## config.mk

```make
export PLATFORM = sky130hd
export DESIGN_NAME = multi_channel_time_editor_flat
export DESIGN_NICKNAME = d
export VERILOG_FILES = /design/src/rtl/multi_channel_time_editor_if.sv /design/src/rtl/multi_channel_time_editor.sv /design/src/flat_wrapper.sv
export SDC_FILE = /design/constraint.sdc
export NUM_CORES = 1
export LEC_CHECK = 0
export CORE_UTILIZATION = 30
export DETAILED_ROUTE_END_ITERATION = 8
export PLACE_DENSITY_LB_ADDON = 0.25
export SLEW_MARGIN = 20
export SYNTH_ARGS = -nofsm -noshare
export SYNTH_HDL_FRONTEND = slang
export SYNTH_SLANG_ARGS = --single-unit
```

## constraint.sdc

```tcl
create_clock -name CP -period 3.2 [get_ports CP]
set_input_delay 0.48 -clock CP [delete_from_list [all_inputs] [get_ports CP]]
set_output_delay 0.48 -clock CP [all_outputs]
set_load 0.01 [all_outputs]
```

## src/rtl/multi_channel_time_editor_if.sv

```systemverilog
// Bus between the time editor and its surroundings: button levels and channel
// values in, display/blink/load strobe out.
//
// Load handshake: PE is a valid-only strobe with no ready. It is high for
// exactly one cycle per commit, and load_ch/load_value are meaningful in that
// cycle. The owning counter must accept the load in that cycle. Outside PE,
// load_ch/load_value keep the last committed pair.
interface multi_channel_time_editor_if #(
  parameter int NUM_CH     = 2,
  parameter int NUM_FIELDS = 4
);
  localparam int TW = 8 * NUM_FIELDS;
  localparam int CW = (NUM_CH > 2) ? $clog2(NUM_CH) : 1;

  logic [CW-1:0]           ch_sel;
  logic [NUM_CH*TW-1:0]    ch_time;
  logic                    adjust;
  logic                    left;
  logic                    right;
  logic                    up;
  logic                    down;
  logic                    apply;
  logic [TW-1:0]           display_time;
  logic [2*NUM_FIELDS-1:0] blink_mask;
  logic                    editing;
  logic                    PE;
  logic [CW-1:0]           load_ch;
  logic [TW-1:0]           load_value;
  logic [1:0]              state_dbg;

  modport master (
    output ch_sel, ch_time, adjust, left, right, up, down, apply,
    input  display_time, blink_mask, editing, PE, load_ch, load_value, state_dbg
  );

  modport slave (
    input  ch_sel, ch_time, adjust, left, right, up, down, apply,
    output display_time, blink_mask, editing, PE, load_ch, load_value, state_dbg
  );
endinterface

```

## src/rtl/multi_channel_time_editor.sv

```systemverilog
// Multi-channel BCD time editor: shows the selected channel, runs a cursor
// edit session on a snapshot, and commits it with a one-cycle load strobe.
module multi_channel_time_editor #(
  parameter int                      NUM_CH     = 2,
  parameter int                      NUM_FIELDS = 4,
  parameter logic [8*NUM_FIELDS-1:0] FIELD_MAX  = {8'd23, 8'd59, 8'd59, 8'd99},
  parameter int                      REPEAT_DLY = 500,
  parameter int                      REPEAT_PER = 100,
  parameter int                      BLINK_HALF = 250
) (
  input logic                        CP,
  input logic                        CR,
  multi_channel_time_editor_if.slave bus
);
  localparam int TW = 8 * NUM_FIELDS;
  localparam int CW = (NUM_CH > 2) ? $clog2(NUM_CH) : 1;
  localparam int FW = (NUM_FIELDS > 2) ? $clog2(NUM_FIELDS) : 1;
  localparam int RW = $clog2(REPEAT_DLY + REPEAT_PER + 1);
  localparam int BW = $clog2(2 * BLINK_HALF + 1);

  localparam logic [RW-1:0] REP_FIRE = RW'(REPEAT_DLY);
  localparam logic [RW-1:0] REP_LAST = RW'(REPEAT_DLY + REPEAT_PER - 1);
  localparam logic [BW-1:0] BLK_HALF = BW'(BLINK_HALF);
  localparam logic [BW-1:0] BLK_LAST = BW'(2 * BLINK_HALF - 1);
  localparam logic [FW-1:0] CUR_LAST = FW'(NUM_FIELDS - 1);
  localparam logic [CW:0]   CH_COUNT = (CW + 1)'(NUM_CH);

  // Button bit positions in the registered button vector
  localparam int B_LEFT  = 0;
  localparam int B_RIGHT = 1;
  localparam int B_UP    = 2;
  localparam int B_DOWN  = 3;
  localparam int B_ADJ   = 4;
  localparam int B_APPLY = 5;

  typedef enum logic [1:0] {
    S_IDLE   = 2'd0,
    S_EDIT   = 2'd1,
    S_COMMIT = 2'd2
  } state_t;

  state_t                  r_state;
  state_t                  w_next;
  logic [5:0]              r_btn;
  logic [5:0]              r_btn_q;
  logic [5:0]              w_btn;
  logic [5:0]              w_ev;
  logic [RW-1:0]           r_rep;
  logic [BW-1:0]           r_blink;
  logic [FW-1:0]           r_cur;
  logic [TW-1:0]           r_buf;
  logic [CW-1:0]           r_edit_ch;
  logic [CW-1:0]           r_load_ch;
  logic [TW-1:0]           r_load_val;
  logic [CW-1:0]           w_sel;
  logic [TW-1:0]           w_ch [NUM_CH];
  logic [TW-1:0]           w_buf_up;
  logic [TW-1:0]           w_buf_dn;
  logic                    w_hold;
  logic                    w_rep;
  logic                    w_step_up;
  logic                    w_step_dn;
  logic                    w_move_r;
  logic                    w_move_l;
  logic                    w_pe;
  logic                    w_editing;
  logic                    w_show_buf;
  logic [2*NUM_FIELDS-1:0] w_mask;

  assign w_btn = {bus.apply, bus.adjust, bus.down, bus.up, bus.right, bus.left};
  assign w_ev  = r_btn & ~r_btn_q;

  // Unpack the channel bus; out-of-range selects fall back to channel 0
  for (genvar c = 0; c < NUM_CH; c++) begin : g_ch
    assign w_ch[c] = bus.ch_time[c*TW +: TW];
  end
  assign w_sel = ({1'b0, bus.ch_sel} < CH_COUNT) ? bus.ch_sel : '0;

  // Auto-repeat fires only while exactly one of up/down is held
  assign w_hold    = r_btn[B_UP] ^ r_btn[B_DOWN];
  assign w_rep     = w_hold && (r_rep == REP_FIRE);
  assign w_step_up = r_btn[B_UP] & ~r_btn[B_DOWN] & (w_ev[B_UP] | w_rep);
  assign w_step_dn = r_btn[B_DOWN] & ~r_btn[B_UP] & (w_ev[B_DOWN] | w_rep);
  assign w_move_r  = w_ev[B_RIGHT] & ~w_ev[B_LEFT];
  assign w_move_l  = w_ev[B_LEFT] & ~w_ev[B_RIGHT];

  // Per-field BCD up/down values; invalid snapshots collapse to 00
  for (genvar f = 0; f < NUM_FIELDS; f++) begin : g_field
    localparam logic [7:0] MAXB    = FIELD_MAX[8*f +: 8];
    localparam logic [7:0] MAX_BCD = {4'(MAXB / 8'd10), 4'(MAXB % 8'd10)};
    logic [3:0] w_t;
    logic [3:0] w_u;
    logic [7:0] w_bin;
    logic       w_ok;
    logic [7:0] w_inc;
    logic [7:0] w_dec;

    assign w_t   = r_buf[8*f+4 +: 4];
    assign w_u   = r_buf[8*f +: 4];
    assign w_bin = 8'(w_t) * 8'd10 + 8'(w_u);
    assign w_ok  = (w_t <= 4'd9) && (w_u <= 4'd9) && (w_bin <= MAXB);
    assign w_inc = (!w_ok || w_bin == MAXB) ? 8'h00 :
                   (w_u == 4'd9) ? {w_t + 4'd1, 4'd0} : {w_t, w_u + 4'd1};
    assign w_dec = !w_ok ? 8'h00 :
                   (w_bin == 8'd0) ? MAX_BCD :
                   (w_u == 4'd0) ? {w_t - 4'd1, 4'd9} : {w_t, w_u - 4'd1};

    assign w_buf_up[8*f +: 8] = (r_cur == FW'(f)) ? w_inc : r_buf[8*f +: 8];
    assign w_buf_dn[8*f +: 8] = (r_cur == FW'(f)) ? w_dec : r_buf[8*f +: 8];
  end

  // Button history: one register stage plus a previous-value stage for edges
  always_ff @(posedge CP or posedge CR) begin
    if (CR) begin
      r_btn   <= '0;
      r_btn_q <= '0;
    end else begin
      r_btn   <= w_btn;
      r_btn_q <= r_btn;
    end
  end

  // Hold-to-repeat counter: counts from the press, loops over the repeat period
  always_ff @(posedge CP or posedge CR) begin
    if (CR) begin
      r_rep <= '0;
    end else if (!w_hold) begin
      r_rep <= '0;
    end else if (r_rep == REP_LAST) begin
      r_rep <= REP_FIRE;
    end else begin
      r_rep <= r_rep + RW'(1);
    end
  end

  // FSM state register
  always_ff @(posedge CP or posedge CR) begin
    if (CR) begin
      r_state <= S_IDLE;
    end else begin
      r_state <= w_next;
    end
  end

  // FSM next state and outputs; apply outranks cancel in EDIT
  always_comb begin
    w_next     = r_state;
    w_pe       = 1'b0;
    w_editing  = 1'b0;
    w_show_buf = 1'b0;
    w_mask     = '0;
    case (r_state)
      S_IDLE: begin
        if (w_ev[B_ADJ]) w_next = S_EDIT;
      end
      S_EDIT: begin
        w_editing  = 1'b1;
        w_show_buf = 1'b1;
        if (r_blink >= BLK_HALF) begin
          for (int f = 0; f < NUM_FIELDS; f++) begin
            if (r_cur == FW'(f)) w_mask[2*f +: 2] = 2'b11;
          end
        end
        if (w_ev[B_APPLY])     w_next = S_COMMIT;
        else if (!r_btn[B_ADJ]) w_next = S_IDLE;
      end
      S_COMMIT: begin
        w_editing  = 1'b1;
        w_show_buf = 1'b1;
        w_pe       = 1'b1;
        w_next     = S_IDLE;
      end
      default: w_next = S_IDLE;
    endcase
  end

  // Edit datapath: snapshot, cursor, blink phase, field steps, commit capture
  always_ff @(posedge CP or posedge CR) begin
    if (CR) begin
      r_buf      <= '0;
      r_cur      <= '0;
      r_blink    <= '0;
      r_edit_ch  <= '0;
      r_load_ch  <= '0;
      r_load_val <= '0;
    end else begin
      case (r_state)
        S_IDLE: begin
          if (w_ev[B_ADJ]) begin
            r_edit_ch <= w_sel;
            r_buf     <= w_ch[w_sel];
            r_cur     <= '0;
            r_blink   <= '0;
          end
        end
        S_EDIT: begin
          if (w_ev[B_APPLY]) begin
            r_load_ch  <= r_edit_ch;
            r_load_val <= r_buf;
          end else if (r_btn[B_ADJ]) begin
            if (w_move_r || w_move_l) begin
              if (w_move_r) r_cur <= (r_cur == CUR_LAST) ? '0 : r_cur + FW'(1);
              else          r_cur <= (r_cur == '0) ? CUR_LAST : r_cur - FW'(1);
              r_blink <= '0;
            end else begin
              r_blink <= (r_blink == BLK_LAST) ? '0 : r_blink + BW'(1);
              if (w_step_up)      r_buf <= w_buf_up;
              else if (w_step_dn) r_buf <= w_buf_dn;
            end
          end
        end
        default: ;
      endcase
    end
  end

  assign bus.display_time = w_show_buf ? r_buf : w_ch[w_sel];
  assign bus.blink_mask   = w_mask;
  assign bus.editing      = w_editing;
  assign bus.PE           = w_pe;
  assign bus.load_ch      = r_load_ch;
  assign bus.load_value   = r_load_val;
  assign bus.state_dbg    = r_state;
endmodule

```

## src/flat_wrapper.sv

```systemverilog
// flat-port wrapper written by rule: the top's interface ports become plain ports
module multi_channel_time_editor_flat 
#(
  parameter int                      NUM_CH     = 2,
  parameter int                      NUM_FIELDS = 4,
  parameter logic [8*NUM_FIELDS-1:0] FIELD_MAX  = {8'd23, 8'd59, 8'd59, 8'd99},
  parameter int                      REPEAT_DLY = 500,
  parameter int                      REPEAT_PER = 100,
  parameter int                      BLINK_HALF = 250
)
  (CP, CR, bus_ch_sel, bus_ch_time, bus_adjust, bus_left, bus_right, bus_up, bus_down, bus_apply, bus_display_time, bus_blink_mask, bus_editing, bus_PE, bus_load_ch, bus_load_value, bus_state_dbg);
  multi_channel_time_editor_if #(.NUM_CH(NUM_CH), .NUM_FIELDS(NUM_FIELDS)) bus_i ();
  input logic CP;
  input logic CR;
  input wire logic [$bits(bus_i.ch_sel)-1:0] bus_ch_sel;
  input wire logic [$bits(bus_i.ch_time)-1:0] bus_ch_time;
  input wire logic [$bits(bus_i.adjust)-1:0] bus_adjust;
  input wire logic [$bits(bus_i.left)-1:0] bus_left;
  input wire logic [$bits(bus_i.right)-1:0] bus_right;
  input wire logic [$bits(bus_i.up)-1:0] bus_up;
  input wire logic [$bits(bus_i.down)-1:0] bus_down;
  input wire logic [$bits(bus_i.apply)-1:0] bus_apply;
  output wire logic [$bits(bus_i.display_time)-1:0] bus_display_time;
  output wire logic [$bits(bus_i.blink_mask)-1:0] bus_blink_mask;
  output wire logic [$bits(bus_i.editing)-1:0] bus_editing;
  output wire logic [$bits(bus_i.PE)-1:0] bus_PE;
  output wire logic [$bits(bus_i.load_ch)-1:0] bus_load_ch;
  output wire logic [$bits(bus_i.load_value)-1:0] bus_load_value;
  output wire logic [$bits(bus_i.state_dbg)-1:0] bus_state_dbg;
  assign bus_i.ch_sel = bus_ch_sel;
  assign bus_i.ch_time = bus_ch_time;
  assign bus_i.adjust = bus_adjust;
  assign bus_i.left = bus_left;
  assign bus_i.right = bus_right;
  assign bus_i.up = bus_up;
  assign bus_i.down = bus_down;
  assign bus_i.apply = bus_apply;
  assign bus_display_time = bus_i.display_time;
  assign bus_blink_mask = bus_i.blink_mask;
  assign bus_editing = bus_i.editing;
  assign bus_PE = bus_i.PE;
  assign bus_load_ch = bus_i.load_ch;
  assign bus_load_value = bus_i.load_value;
  assign bus_state_dbg = bus_i.state_dbg;
  multi_channel_time_editor #(.NUM_CH(NUM_CH), .NUM_FIELDS(NUM_FIELDS), .FIELD_MAX(FIELD_MAX), .REPEAT_DLY(REPEAT_DLY), .REPEAT_PER(REPEAT_PER), .BLINK_HALF(BLINK_HALF)) u_core (.CP(CP), .CR(CR), .bus(bus_i));
endmodule
```

==> impl_metrics.toml, run 1 <==
[floorplan]
start_util_pct = 30.5
core_um2 = 26800
fp.dieH_um = 167
rows = 60
die_area_um2 = 27900
pin_count = 150
die_w_um = 167

[clock_network]
root_buffer = "clkbuf_16"
clk_pin_slew_ns = 0.07
postCtsHoldBufs = 0
numCtsBuffers = 9
clk_latency_ns = 0.36
clockBufferDepth = 2
clock_sinks = 101
htreeDepth = 3
cts_tree = "done"

[drt]
wire_per_inst_um = 16.6
routed-via-count = 7869
drt-vias-per-instance = 5.26
drtPass1Iterations = 5
drt_wl_total_um = 24800
drtIter0Drc = 338
ant_nets = 0
drc = 0

[logic_synthesis]
synth_area_leaders = "dfrtp_1 31%, ha_1 8.3%, mux2_2 6.8%, o21ai_0 4.3%, nand2_1 4.1%"
yosys_warnings = 0
syn_nets = 1065
synth_top_area_cell = "dfrtp_1"
ys_seq_elements = 101
synth_area_um2 = 8170
synth-seq-area-share_pct = 30.9
avgSynthCellArea_um2 = 8.79
synth_edf_count = 0
synthCells = 930
synth_top_area_share_pct = 30.9
yosysUniqueCellTypes = 87
ys.flop_type = "dfrtp_1"
ys_async_sr_fraction_pct = 100

[timing]
grt_setup_unrepaired = "true"
drv_slew = 0
fmax_mhz = 307
hold_slack_ns = 0.340
final.min_clock_period_ns = 3.26
maxSlewHeadroom_pct = 53.4
finalCritPeriodShare_pct = 102
setup_viol_count_final = 4
fin_skew_ns = 0.0121
hold_viol_final = 0
setup_ws_ns = -0.0603
tightest_slew_ns = 0.699

[outcome]
violations = "negative setup slack"
status = "complete, but fails checks"

[pwr]
p_sw_share_pct = 45.7
clkPwrFrac_pct = 10.3
p_int_uw = 6620
seqPwrFrac_pct = 17.1
powerDensity_nw_per_um2 = 1060
p_sw_uw = 5560
peakVddDrop_mv = 0.461
p_comb_share_pct = 72.7
cellLeakagePower_uw = 0.00477

[hold_path]
min_path_type = "in -> async"

[layout]
nFillCells = 2586
area_growth_pct = 40.0
drive_gt1_share_pct = 21.8
diodes = 0
final_nets = 1284

[worst_setup_path]
r2r_end = "u_core.r_buf[5]"
crit_path_end_kind = "flip-flop"
worst_path_max_delay_cell = "fa_2"
cp.arrival_ns = 3.51
critPathMostFrequentCell = "ha_4"
critPathTopFamily = "simple AND/OR/NAND/NOR gates"
path_buf_inv = 1
r2r_setup_slack_ns = -0.06
critPathLaunchType = "flip-flop"
critPathRequiredTime_ns = 3.44
crit_chain = "ha_4 -> ha_4 -> fa_2 -> and2_4 -> o211ai_1 -> o2bb2ai_1 -> or4_4 -> nor4b_4 -> buf_4 -> a211oi_2 -> o22a_1"
critPathMaxFanout = 5
crit_type = "reg -> reg"
ff2ff_path_depth = 11
r2r_start = "u_core.r_buf[7]"
max_stage_delay_ns = 0.57

[grt]
grt_usage_pct = 17.6
grt_max_degree = 56
first_global_vias = 7693
overflow = 0
antenna_found_initial = 0
grt_pass1_wl_um = 39700

[placement]
gp_congestion = 0.888
dpl_worst_slack_ns = -0.109
port_buffers = 149
dp.final_hpwl_um = 18400

[job]
drv_cap = 0
==> state kept, by name, indices dropped and copies added (netlist names) <==
name / flops
u_core.r_buf: 32
u_core.r_rep: 10
u_core.r_btn: 6
u_core.r_blink: 9
u_core.bus.state_dbg: 2
u_core.r_edit_ch: 1
u_core.bus.load_ch: 1
u_core.bus.load_value: 32
u_core.r_btn_q: 6
u_core.r_cur: 2
==> worst max-delay path by stage <==
| stage | startpoint | to | slack, ns | cells after the start |
|---|---|---|---|---|
| after floorplan | u_core.r_buf[5] | u_core.r_buf[1] | -0.09 | 11 |
| after global placement | u_core.r_buf[7] | u_core.r_buf[6] | -0.07 | 11 |
| after detailed placement | u_core.r_buf[21] | u_core.r_buf[22] | -0.11 | 12 |
| after CTS | u_core.r_buf[7] | u_core.r_buf[5] | -0.11 | 11 |
| after global routing | u_core.r_buf[7] | u_core.r_buf[5] | -0.19 | 11 |
| final | u_core.r_buf[7] | u_core.r_buf[5] | -0.06 | 11 |
==> area by class of cell <==
class                           count  area [µm²]  share of cell area (%)
Clock buffer                        9         225                    1.97
Multi-Input combinational cell    738        5650                    49.4
Tap cell                          341         427                    3.73
Clock inverter                      7         103                   0.897
Sequential cell                   101        2530                    22.1
Inverter                           46         175                    1.53
Timing Repair Buffer              253        2330                    20.4
==> power by group through the flow <==
stage	clock network [µW]	registers, µW	logic (µW)
final	1250	2080	8840
after global routing	1330	2140	9610
after CTS	1290	2060	8150
after detailed placement	0	2080	8000
after global placement	0	2070	7960
after floorplan	0	2160	4740
==> cell families (layout without fill, tap and decap cells) <==
kind of cell / count (synthesis) / in the layout / share of synthesized area, %
XOR/XNOR: 40 / 40 / 4.38
multiplexers: 74 / 74 / 9.83
flip-flops: 101 / 101 / 30.9
AND/OR/NAND/NOR: 310 / 310 / 19.1
buffers and inverters: 91 / 315 / 4.44
AO/OA/AOI/OAI: 252 / 252 / 21.1
adder cells (fa/ha/maj): 62 / 62 / 10.2
==> through the flow <==
step	power (µW)	TNS [ns]	cell area (µm²)	instances	util [%]
after floorplan	6910	-0.187	8200	930	-
after global placement	10000	-0.289	10700	1472	39.9
after detailed placement	10100	-0.729	10700	1472	39.9
after CTS	11500	-0.440	11100	1490	41.4
after global routing	13100	-1.21	11400	1495	42.7
final	12200	-0.158	11400	1495	42.7
==> cell usage in the layout (no fill, tap or decap), types with 5 or more instances in the layout <==
cell | netlist | layout
xnor2_1 | 17 | 17
a31oi_1 | 7 | 7
nand4_1 | 15 | 15
fa_1 | 8 | 6
buf_4 | 4 | 94
o21ai_1 | 3 | 7
nand2_1 | 89 | 88
o21ai_0 | 70 | 62
and3_1 | 9 | 8
ha_4 | 0 | 8
xor2_1 | 22 | 22
o31ai_1 | 11 | 11
clkbuf_16 | 0 | 9
buf_6 | 0 | 7
and2_1 | 8 | 6
inv_1 | 45 | 44
a21oi_1 | 57 | 52
clkdlybuf4s50_1 | 0 | 148
dfrtp_1 | 101 | 100
nor2_1 | 80 | 77
nor2b_1 | 12 | 10
o211ai_1 | 9 | 9
nand2b_1 | 6 | 6
mux2_2 | 49 | 49
nand3_1 | 23 | 22
o21a_1 | 6 | 6
nor3_1 | 23 | 19
or2_2 | 7 | 6
mux2i_1 | 24 | 23
or3_1 | 5 | 5
a21oi_2 | 1 | 5
o22ai_1 | 7 | 7
ha_1 | 54 | 45
a22o_1 | 5 | 5
o22a_1 | 6 | 6
==> cell usage after synthesis, types with 9 or more instances <==
cell      number
a21oi_1       57
and3_1         9
clkbuf_1      34
dfrtp_1      101
ha_1          54
inv_1         45
mux2_2        49
mux2i_1       24
nand2_1       89
nand3_1       23
nand4_1       15
nor2_1        80
nor2b_1       12
nor3_1        23
o211ai_1       9
o21ai_0       70
o31ai_1       11
xnor2_1       17
xor2_1        22
==> routing by layer <==
metal / routed length [µm] / vias up / share of wire (%) / GRT usage [%]
li1: - / 3823 / - / -
met1: 11200 / 3818 / 45 / 22.3
met2: 12200 / 202 / 49 / 30.8
met3: 936 / 26 / 3.8 / 2.47
met4: 500 / 0 / 2.0 / 5.56
met5: 0 / - / 0 / 0
==> repair_timing <==
item                                   CTS  global route
buffers inserted                         2             6
pin swaps                               14            34
endpoints found under the hold margin    0             0
resized for setup                        8            64
setup endpoints to repair               13            28
Note: power is estimated with default switching activity, not from simulation.
==> run 2, diff against run 1 <==
- GPL_ROUTABILITY_DRIVEN: not set -> 0
- SLEW_MARGIN: 20 -> not set
==> results of run 2 <==
The final DEF is identical to that of run 1; final timing and power are the same.
==> run 3, diff against run 2 <==
- CORE_UTILIZATION: 30 -> 45
- MAX_ROUTING_LAYER: not set -> met4
==> run 3 against run 2 <==
  * The flow still finishes with violations (negative setup slack)
  * Total power down 4.0%
  * Sequential share of layout area up 0.73 points
  * Sequential power about the same
  * Hold slack better by 0.036 ns
  * Setup slack worse by 0.040 ns
  * Critical endpoint unchanged
==> impl_metrics.toml, run 3 (synthesized netlist as in run 1, its figures left out) <==
[clock_network]
clk_pin_slew_ns = 0.07
cts_tree = "done"
htreeDepth = 3
clock_sinks = 101
clockBufferDepth = 2
clk_latency_ns = 0.36
root_buffer = "clkbuf_16"
numCtsBuffers = 9

[pwr]
p_sw_uw = 5430
p_comb_share_pct = 73.1
seqPwrFrac_pct = 17.7
peakVddDrop_mv = 0.504
p_int_uw = 6260
cellLeakagePower_uw = 0.00466
p_sw_share_pct = 46.4
clkPwrFrac_pct = 9.2
powerDensity_nw_per_um2 = 1060

[grt]
grt_max_degree = 57
grt_usage_pct = 26.2
antenna_found_initial = 0
first_global_vias = 7457
grt_pass1_wl_um = 37300
overflow = 0

[layout]
nFillCells = 1503
diodes = 0
fin_util_pct = 63.1
final_common_cell = "clkdlybuf4s50_1"
layout_common_cells = "148 x clkdlybuf4s50_1, 101 x dfrtp_1, 88 x nand2_1, 80 x buf_4, 78 x nor2_1"
drive_gt1_share_pct = 20.1
seqCellArea_um2 = 2530
multiInputGateArea_um2 = 5580
final_nets = 1270
area_growth_pct = 35.4

[timing]
finalCritPeriodShare_pct = 103
timing.setup.tns_ns = -0.351
maxSlewHeadroom_pct = 49.4
setup_ws_ns = -0.100
final.min_clock_period_ns = 3.30
fin_skew_ns = 0.00787
hold_viol_final = 0
tightest_slew_ns = 0.760
setup_viol_count_final = 5
drv_slew = 0
grt_setup_unrepaired = "true"
fmax_mhz = 303

[drt]
drt-vias-per-instance = 5.81
ant_nets = 0
drtIter0Drc = 456
drt_wl_total_um = 23700
drc = 0
drtPass1Iterations = 7
routed-via-count = 7932
wire_per_inst_um = 17.4

[worst_setup_path]
critPathMaxFanout = 5
critPathLaunchType = "flip-flop"
crit_path_end_kind = "flip-flop"
r2r_start = "u_core.r_buf[7]"
critPathMostFrequentCell = "ha_4"
cp.arrival_ns = 3.55
critPathRequiredTime_ns = 3.45
critPathTopFamily = "simple AND/OR/NAND/NOR gates"
startpoint = "u_core.r_buf[7]"
worst_path_max_delay_cell = "fa_2"
max_stage_delay_ns = 0.55
crit_type = "reg -> reg"
crit_chain = "ha_4 -> ha_4 -> fa_2 -> and2_4 -> o211ai_1 -> o2bb2ai_2 -> or4_4 -> nor4b_4 -> buf_4 -> a211oi_4 -> o22a_1"
path_buf_inv = 1

[floorplan]
core_um2 = 17500
die_w_um = 137
start_util_pct = 46.6
fp.dieH_um = 137
rows = 48
pin_count = 150
die_area_um2 = 18700

[placement]
port_buffers = 149
dp.final_hpwl_um = 17200

[hold_path]
hp-start = "u_core.r_btn[1]"
min_path_type = "reg -> reg"

[outcome]
violations = "negative setup slack"
status = "complete, but fails checks"

[job]
drv_cap = 0
run 3: changes by cell type in the layout (fill, tap and decap cells not counted), moves of 3 or more:
cell / change
buf_4: -14
o21ai_0: +3
ha_4: -4
a21oi_1: +3
a21oi_2: -3
ha_2: +3
clkinvlp_4: +4
inv_6: -3
run 3: area by class of cell:
cell class | instances | share of cell area, %
Clock inverter | 7 | 0.475
Clock buffer | 9 | 2.04
Multi-Input combinational cell | 738 | 50.4
Sequential cell | 101 | 22.8
Timing Repair Buffer | 239 | 20.1
Inverter | 46 | 1.58
Tap cell | 225 | 2.54
run 3: final timing paths:
kind | endpoint | depth (start not counted) | slack [ns]
hold reg to reg | u_core.r_btn_q[1] | 0 | 0.38
setup reg to reg | u_core.r_buf[5] | 11 | -0.10
setup / recovery | u_core.r_buf[5] | 11 | -0.10
hold / removal | u_core.r_btn_q[1] | 0 | 0.38
min in group asynchronous | u_core.bus.load_value[6] | 2 | 0.55
max in group asynchronous | u_core.r_buf[16] | 3 | 1.99
run 3: routing by layer:
metal | up-vias | track usage, % | wire length (µm) | part of all wire [%]
met2 | 272 | 40.9 | 11100 | 47
met3 | 29 | 3.15 | 1180 | 5.0
met1 | 3836 | 35.2 | 11000 | 46
met5 | - | - | 0 | 0
li1 | 3795 | - | - | -
met4 | 0 | 8.52 | 397 | 1.7
run 3: power by group through the flow:
| stage | sequential (µW) | combinational [µW] | clock [µW] |
|---|---|---|---|
| 6_report | 2070 | 8540 | 1070 |
| 3_3_place_gp | 2060 | 7710 | 0 |
| 3_5_place_dp | 2070 | 7770 | 0 |
| 4_1_cts | 2050 | 7940 | 1090 |
| 2_1_floorplan | 2160 | 4740 | 0 |
| 5_1_grt | 2130 | 9250 | 1140 |
run 3: what timing repair did:
action,in CTS,in global routing
endpoints found under the hold margin,0,0
buffers inserted,2,11
gates resized for setup,10,49
pin swaps,10,34
setup endpoints to repair,10,25
hold buffers,0,0
run 3: through the flow:
step	worst slack (ns)	power, µW	cell area, µm²	cells	hold slack [ns]
after floorplan	-0.0947	6910	8200	930	0.347
after global placement	-0.0772	9760	10400	1336	0.357
after detailed placement	-0.122	9850	10400	1336	0.366
after CTS	-0.0775	11100	10700	1354	0.383
after global routing	-0.221	12500	11100	1365	0.393
final	-0.100	11700	11100	1365	0.376
